**src/rtl/spi_slave.sv**
```systemverilog
// SPI target endpoint: oversampled sclk/mosi/ss_n, one DATA_WIDTH word each way per frame, 1-deep TX buffer.
// Optional error outputs (frame_err, tx_underrun) are built when SPI_SLAVE_ERR_EN is defined.
module spi_slave #(
    parameter int MODE             = 0,
    parameter int DATA_WIDTH       = 8,
    parameter int SLAVE_ACTIVE_LOW = 1,
    parameter int MSB_FIRST        = 1
) (
    input  logic                  clk,
    input  logic                  rst,
    input  logic                  sclk,
    input  logic                  mosi,
    input  logic                  ss_n,
    output logic                  miso,
    output logic                  miso_oe,
    input  logic [DATA_WIDTH-1:0] tx_data,
    input  logic                  tx_valid,
    output logic                  tx_ready,
    output logic [DATA_WIDTH-1:0] rx_data,
    output logic                  rx_valid,
    output logic                  busy,
`ifdef SPI_SLAVE_ERR_EN
    output logic                  frame_err,
    output logic                  tx_underrun,
`endif
    output logic                  irq
);

    localparam logic CPOL    = (MODE >= 2);
    localparam logic CPHA    = (MODE == 1) || (MODE == 3);
    localparam logic SS_IDLE = (SLAVE_ACTIVE_LOW != 0);
    localparam int   CW      = $clog2(DATA_WIDTH + 1);
    localparam logic [CW-1:0] LAST_BIT = CW'(DATA_WIDTH - 1);
    localparam logic [CW-1:0] FULL_CNT = CW'(DATA_WIDTH);

    typedef enum logic {S_IDLE, S_ACTIVE} state_t;
    state_t r_state, w_state_next;

    logic r_sclk_s1, r_sclk_s2, r_sclk_d;
    logic r_ss_s1, r_ss_s2;
    logic r_mosi_s1, r_mosi_s2;

    logic [DATA_WIDTH-1:0] r_tx_shift, r_rx_shift, r_buf, r_rx_data;
    logic                  r_buf_full, r_done, r_miso, r_busy, r_rx_valid;
    logic [CW-1:0]         r_bit_cnt;

    logic w_ss_act, w_lead, w_trail, w_sample, w_shift, w_load, w_abort, w_accept;
    logic [DATA_WIDTH-1:0] w_load_word, w_load_rest, w_tx_rest, w_rx_next;
    logic w_load_bit, w_tx_bit;

    always_ff @(posedge clk) begin
        if (rst) begin
            r_sclk_s1 <= CPOL;
            r_sclk_s2 <= CPOL;
            r_sclk_d  <= CPOL;
            r_ss_s1   <= SS_IDLE;
            r_ss_s2   <= SS_IDLE;
            r_mosi_s1 <= 1'b0;
            r_mosi_s2 <= 1'b0;
        end else begin
            r_sclk_s1 <= sclk;
            r_sclk_s2 <= r_sclk_s1;
            r_sclk_d  <= r_sclk_s2;
            r_ss_s1   <= ss_n;
            r_ss_s2   <= r_ss_s1;
            r_mosi_s1 <= mosi;
            r_mosi_s2 <= r_mosi_s1;
        end
    end

    assign w_ss_act = (r_ss_s2 != SS_IDLE);
    assign w_lead   = (r_sclk_s2 != r_sclk_d) && (r_sclk_s2 != CPOL);
    assign w_trail  = (r_sclk_s2 != r_sclk_d) && (r_sclk_s2 == CPOL);
    assign w_accept = tx_valid && !r_buf_full;
    assign w_sample = (r_state == S_ACTIVE) && w_ss_act && !r_done && (CPHA ? w_trail : w_lead);
    // CPHA=0: the trail edge right after a reload (bit_cnt==0) must not skip the preloaded first bit.
    assign w_shift  = (r_state == S_ACTIVE) && w_ss_act &&
                      (CPHA ? w_lead : (w_trail && (r_bit_cnt != '0)));

    always_comb begin
        w_load_word = r_buf_full ? r_buf : '0;
        if (MSB_FIRST != 0) begin
            w_load_bit  = w_load_word[DATA_WIDTH-1];
            w_load_rest = {w_load_word[DATA_WIDTH-2:0], 1'b0};
            w_tx_bit    = r_tx_shift[DATA_WIDTH-1];
            w_tx_rest   = {r_tx_shift[DATA_WIDTH-2:0], 1'b0};
            w_rx_next   = {r_rx_shift[DATA_WIDTH-2:0], r_mosi_s2};
        end else begin
            w_load_bit  = w_load_word[0];
            w_load_rest = {1'b0, w_load_word[DATA_WIDTH-1:1]};
            w_tx_bit    = r_tx_shift[0];
            w_tx_rest   = {1'b0, r_tx_shift[DATA_WIDTH-1:1]};
            w_rx_next   = {r_mosi_s2, r_rx_shift[DATA_WIDTH-1:1]};
        end
    end

    always_ff @(posedge clk) begin
        if (rst) r_state <= S_IDLE;
        else     r_state <= w_state_next;
    end

    always_comb begin
        w_state_next = r_state;
        w_load       = 1'b0;
        w_abort      = 1'b0;
        case (r_state)
            S_IDLE: begin
                if (w_ss_act) begin
                    w_state_next = S_ACTIVE;
                    w_load       = 1'b1;
                end
            end
            S_ACTIVE: begin
                if (!w_ss_act) begin
                    w_state_next = S_IDLE;
                    w_abort      = 1'b1;
                end else if (r_done) begin
                    w_load = 1'b1;
                end
            end
            default: w_state_next = S_IDLE;
        endcase
    end

    always_ff @(posedge clk) begin
        if (rst) begin
            r_tx_shift <= '0;
            r_rx_shift <= '0;
            r_buf      <= '0;
            r_buf_full <= 1'b0;
            r_rx_data  <= '0;
            r_rx_valid <= 1'b0;
            r_done     <= 1'b0;
            r_miso     <= 1'b0;
            r_busy     <= 1'b0;
            r_bit_cnt  <= '0;
        end else begin
            r_rx_valid <= 1'b0;
            r_busy     <= (w_state_next == S_ACTIVE);
            if (w_accept) r_buf <= tx_data;
            r_buf_full <= w_accept ? 1'b1 : (w_load ? 1'b0 : r_buf_full);
            if (r_done) begin
                r_rx_data  <= r_rx_shift;
                r_rx_valid <= 1'b1;
                r_done     <= 1'b0;
            end
            if (w_sample) begin
                r_rx_shift <= w_rx_next;
                r_bit_cnt  <= r_bit_cnt + CW'(1);
                if (r_bit_cnt == LAST_BIT) r_done <= 1'b1;
            end
            if (w_shift) begin
                r_miso     <= w_tx_bit;
                r_tx_shift <= w_tx_rest;
            end
            if (w_load) begin
                r_bit_cnt <= '0;
                if (CPHA) begin
                    r_tx_shift <= w_load_word;
                end else begin
                    r_miso     <= w_load_bit;
                    r_tx_shift <= w_load_rest;
                end
            end
            if (w_abort) begin
                r_bit_cnt <= '0;
                r_miso    <= 1'b0;
            end
        end
    end

`ifdef SPI_SLAVE_ERR_EN
    always_ff @(posedge clk) begin
        if (rst) begin
            frame_err   <= 1'b0;
            tx_underrun <= 1'b0;
        end else begin
            frame_err   <= w_abort && (r_bit_cnt != '0) && (r_bit_cnt != FULL_CNT);
            tx_underrun <= w_load && !r_buf_full;
        end
    end
`else
    // Without error reporting, aborted frames and underruns are silent.
`endif

    assign miso     = r_miso;
    assign miso_oe  = r_busy;
    assign busy     = r_busy;
    assign tx_ready = !r_buf_full;
    assign rx_data  = r_rx_data;
    assign rx_valid = r_rx_valid;
    assign irq      = r_rx_valid;

endmodule

```
**config.mk**
```make
export PLATFORM = sky130hd
export DESIGN_NAME = spi_slave
export DESIGN_NICKNAME = d
export VERILOG_FILES = /design/src/rtl/spi_slave.sv
export SDC_FILE = /design/constraint.sdc
export NUM_CORES = 1
export LEC_CHECK = 0
export CAP_MARGIN = 20
export CORE_MARGIN = 5
export CORE_UTILIZATION = 61
export CTS_CLUSTER_DIAMETER = 150
export CTS_CLUSTER_SIZE = 14
export DETAILED_ROUTE_END_ITERATION = 10
export DONT_BUFFER_PORTS = 1
export GPL_ROUTABILITY_DRIVEN = 0
export GPL_TIMING_DRIVEN = 0
export PLACE_DENSITY = 0.75
export SYNTH_ARGS = -nofsm -noshare
export SYNTH_HDL_FRONTEND = slang
export SYNTH_SLANG_ARGS = --single-unit
```
**constraint.sdc**
```tcl
create_clock -name clk -period 1.9 [get_ports clk]
set_input_delay 0.285 -clock clk [delete_from_list [all_inputs] [get_ports clk]]
set_output_delay 0.285 -clock clk [all_outputs]
set_load 0.01 [all_outputs]
```
==> out/metrics.cfg <==
[detailed_routing]
antenna_left = 0
routed_wl_um = 3180
wl_per_cell_um = 14.5
drc_errors = 0
first_iter_violations = 32
dr.pass1.iters = 4
vias_per_cell = 5.55
vias = 1220

[yosys]
ys_seq_area_frac = 0.501
yosysUniqueCellTypes = 32
ys_warn_count = 0
syn-instance-count = 178
syn_area_sq_mm = 0.00188
synth_seq_cells = 47
syn-mean-instance-area_sq_um = 10.6
synth_nets = 194

[floorplanning]
num_rows = 20
pin_count = 28
dieWidth_um = 65.5
die-height_um = 65.5
initial_core_util = 0.625
core_sq_mm = 0.00300
die_area_sq_mm = 0.00429

[timing]
setup_violations = 0
slew_violations = 0
rsz0062_at_grt = false
tightest_slew_ns = 0.512
skew_ns = 0.00786
finalHoldViolations = 0
timing.final.crit_share = 0.843
fin_crit_ns = 1.60
final.setup.tns_ns = 0
fmax_mhz = 624
relSlewSlack = 0.659

[min_path]
hold_start = mosi
hold_class = primary input to flop
worstHoldPathCells = 1
min_to = r_mosi_s1

[layout]
nets = 202
seqCellArea_sq_um = 941
multi_input_area_sq_um = 846
antennaDiodeCount = 0
instances_no_fill = 220
syn2layout_area_growth_pct = 8.33
drive_gt1_frac = 0.144
fillers = 263
final_cell_mix = dfxtp_1 (47), nor2_1 (33), mux2i_1 (32), nor2b_1 (9), and2_1 (6)
final_common_cell = dfxtp_1

[setup_path]
timing.rr.end = miso
worstPathRequired_ns = 2.17
cp_num_buf_inv = 2
cp.arrival_ns = 1.87
r2r_slack_ns = 0.30
r2r-start = r_bit_cnt[0]
reg2regPathDepth = 7
critPathMaxFanout = 10
endpoint_kind = flop
start_kind = flop
path_delay_family = simple AND/OR/NAND/NOR gates
critical_path_class = flop to flop
cp_cell_sequence = inv_1 -> ha_1 -> or3b_1 -> o2bb2ai_2 -> buf_6 -> o21ai_0 -> a21oi_1
cpMaxStageDelayCell = or3b_1
critPathMaxStageDelay_ns = 0.39

[power]
leakage_nw = 0.824
clkPwrFrac = 0.392
p_comb_frac = 0.052
power_density_mw_per_mm2 = 910
p_int_mw = 1.46
switching_share = 0.210
ir_worst_vdd_v = 0.000580
power_frac_seq = 0.555
power_switching_uw = 388

[cts]
cts.sinks = 47
cts-htree-levels = 2
hold_buffers = 0
cts.clk_slew.worst_paths_ns = 0.13
post_cts_resized = 0
clockBufferDepth = 2
cts_root_buf = clkbuf_4
clk_latency_ns = 0.36
cts_tree = built
cts_setup_buffers = 0
cts_made_buffers = 5

[global_route]
grt_max_degree = 16
track_usage = 0.171
grt_pass1_vias = 1285
grt_pass1_wl_um = 5580
antenna_found_initial = 0
gr-total-overflow = 0

[placed_design]
post-place-cells = 211
portBuffers = 0
hpwl_um = 2330

[job]
cap_violations = 0

[run_status]
status = finished clean

-- stage by stage --
step | cell area, sq um | utilization | power [mW] | worst slack [ns] | hold slack, ns
3_5_place_dp | 1920 | 0.639 | 1.15 | 0.312 | 0.395
2_1_floorplan | 1880 | - | 1.13 | 0.442 | 0.389
4_1_cts | 2020 | 0.674 | 1.87 | 0.297 | 0.00826
3_3_place_gp | 1920 | 0.639 | 1.14 | 0.350 | 0.392
6_report | 2030 | 0.678 | 1.85 | 0.298 | 0.0515
5_1_grt | 2030 | 0.678 | 1.93 | 0.209 | 0.0409
-- kinds of logic after synthesis --
family / count (synthesis) / synth area share
buffers and inverters: 16 / 0.0486
and+or+nand+nor: 65 / 0.189
xor gates and xnor gates: 3 / 0.0140
muxes: 32 / 0.171
DFF: 47 / 0.501
adders and majority gates: 2 / 0.0133
AOI/OAI and AO/OA: 13 / 0.0640
-- how the worst max path moves through the flow --
stage | from | endpoint | slack, ns | cells after the start
5_1_grt | r_bit_cnt[0] | miso | 0.21 | 7
2_1_floorplan | r_bit_cnt[0] | miso | 0.44 | 7
3_3_place_gp | r_bit_cnt[0] | miso | 0.35 | 7
6_report | r_bit_cnt[0] | miso | 0.30 | 7
4_1_cts | r_bit_cnt[0] | miso | 0.30 | 7
3_5_place_dp | r_bit_cnt[0] | miso | 0.31 | 7
-- state kept, by name (all words and copies together), names as in the netlist, 4 cells and up --
name	flops
r_bit_cnt	4
r_buf	8
r_rx_shift	8
r_tx_shift	7
rx_data	8
-- routing by layer --
layer  share of wire  track usage  up-vias  wire length (um)
met1            0.43        0.186      577              1370
met2            0.49        0.296       24              1570
met4           0.028       0.0933        0                89
met3           0.048       0.0496        9               154
met5               0            0        -                 0
li1                -            -      610                 -
-- layout make-up --
class	count	share of cell area
clock inverter	3	0.0332
inverter	3	0.00554
clock buffer	5	0.0185
buffer	13	0.0394
sequential	47	0.462
timing repair buffer	1	0.00492
multi-input combinational	115	0.416
tap	33	0.0203
-- cells in the mapped netlist (all sizes together) --
cell | n | area (sq um)
mux2i | 32 | 320
nor3b | 1 | 18.8
or3b | 1 | 8.76
clkbuf | 5 | 18.8
ha | 2 | 25.0
xnor2 | 1 | 8.76
o2bb2ai | 1 | 15.0
a211oi | 6 | 70.1
dfxtp | 47 | 941
nor2 | 36 | 143
nor4b | 1 | 8.76
nor2b | 9 | 56.3
and4bb | 1 | 12.5
o21bai | 1 | 7.51
nand2 | 1 | 3.75
and3 | 1 | 6.26
o31ai | 1 | 7.51
and2 | 6 | 37.5
o21ai | 1 | 5.00
nand4b | 3 | 26.3
inv | 3 | 11.3
a21oi | 3 | 15.0
or2 | 2 | 12.5
nand3b | 2 | 15.0
nand3 | 1 | 5.00
buf | 8 | 61.3
xor2 | 2 | 17.5
-- power by group through the flow --
stage	sequential, mW	clock, mW	combinational [mW]
after floorplan	1.04	0	0.0815
after global placement	1.05	0	0.0940
after detailed placement	1.05	0	0.0973
after CTS	1.03	0.743	0.0976
after global routing	1.03	0.787	0.110
final	1.03	0.726	0.0971
(Power assumes the default switching activity.)
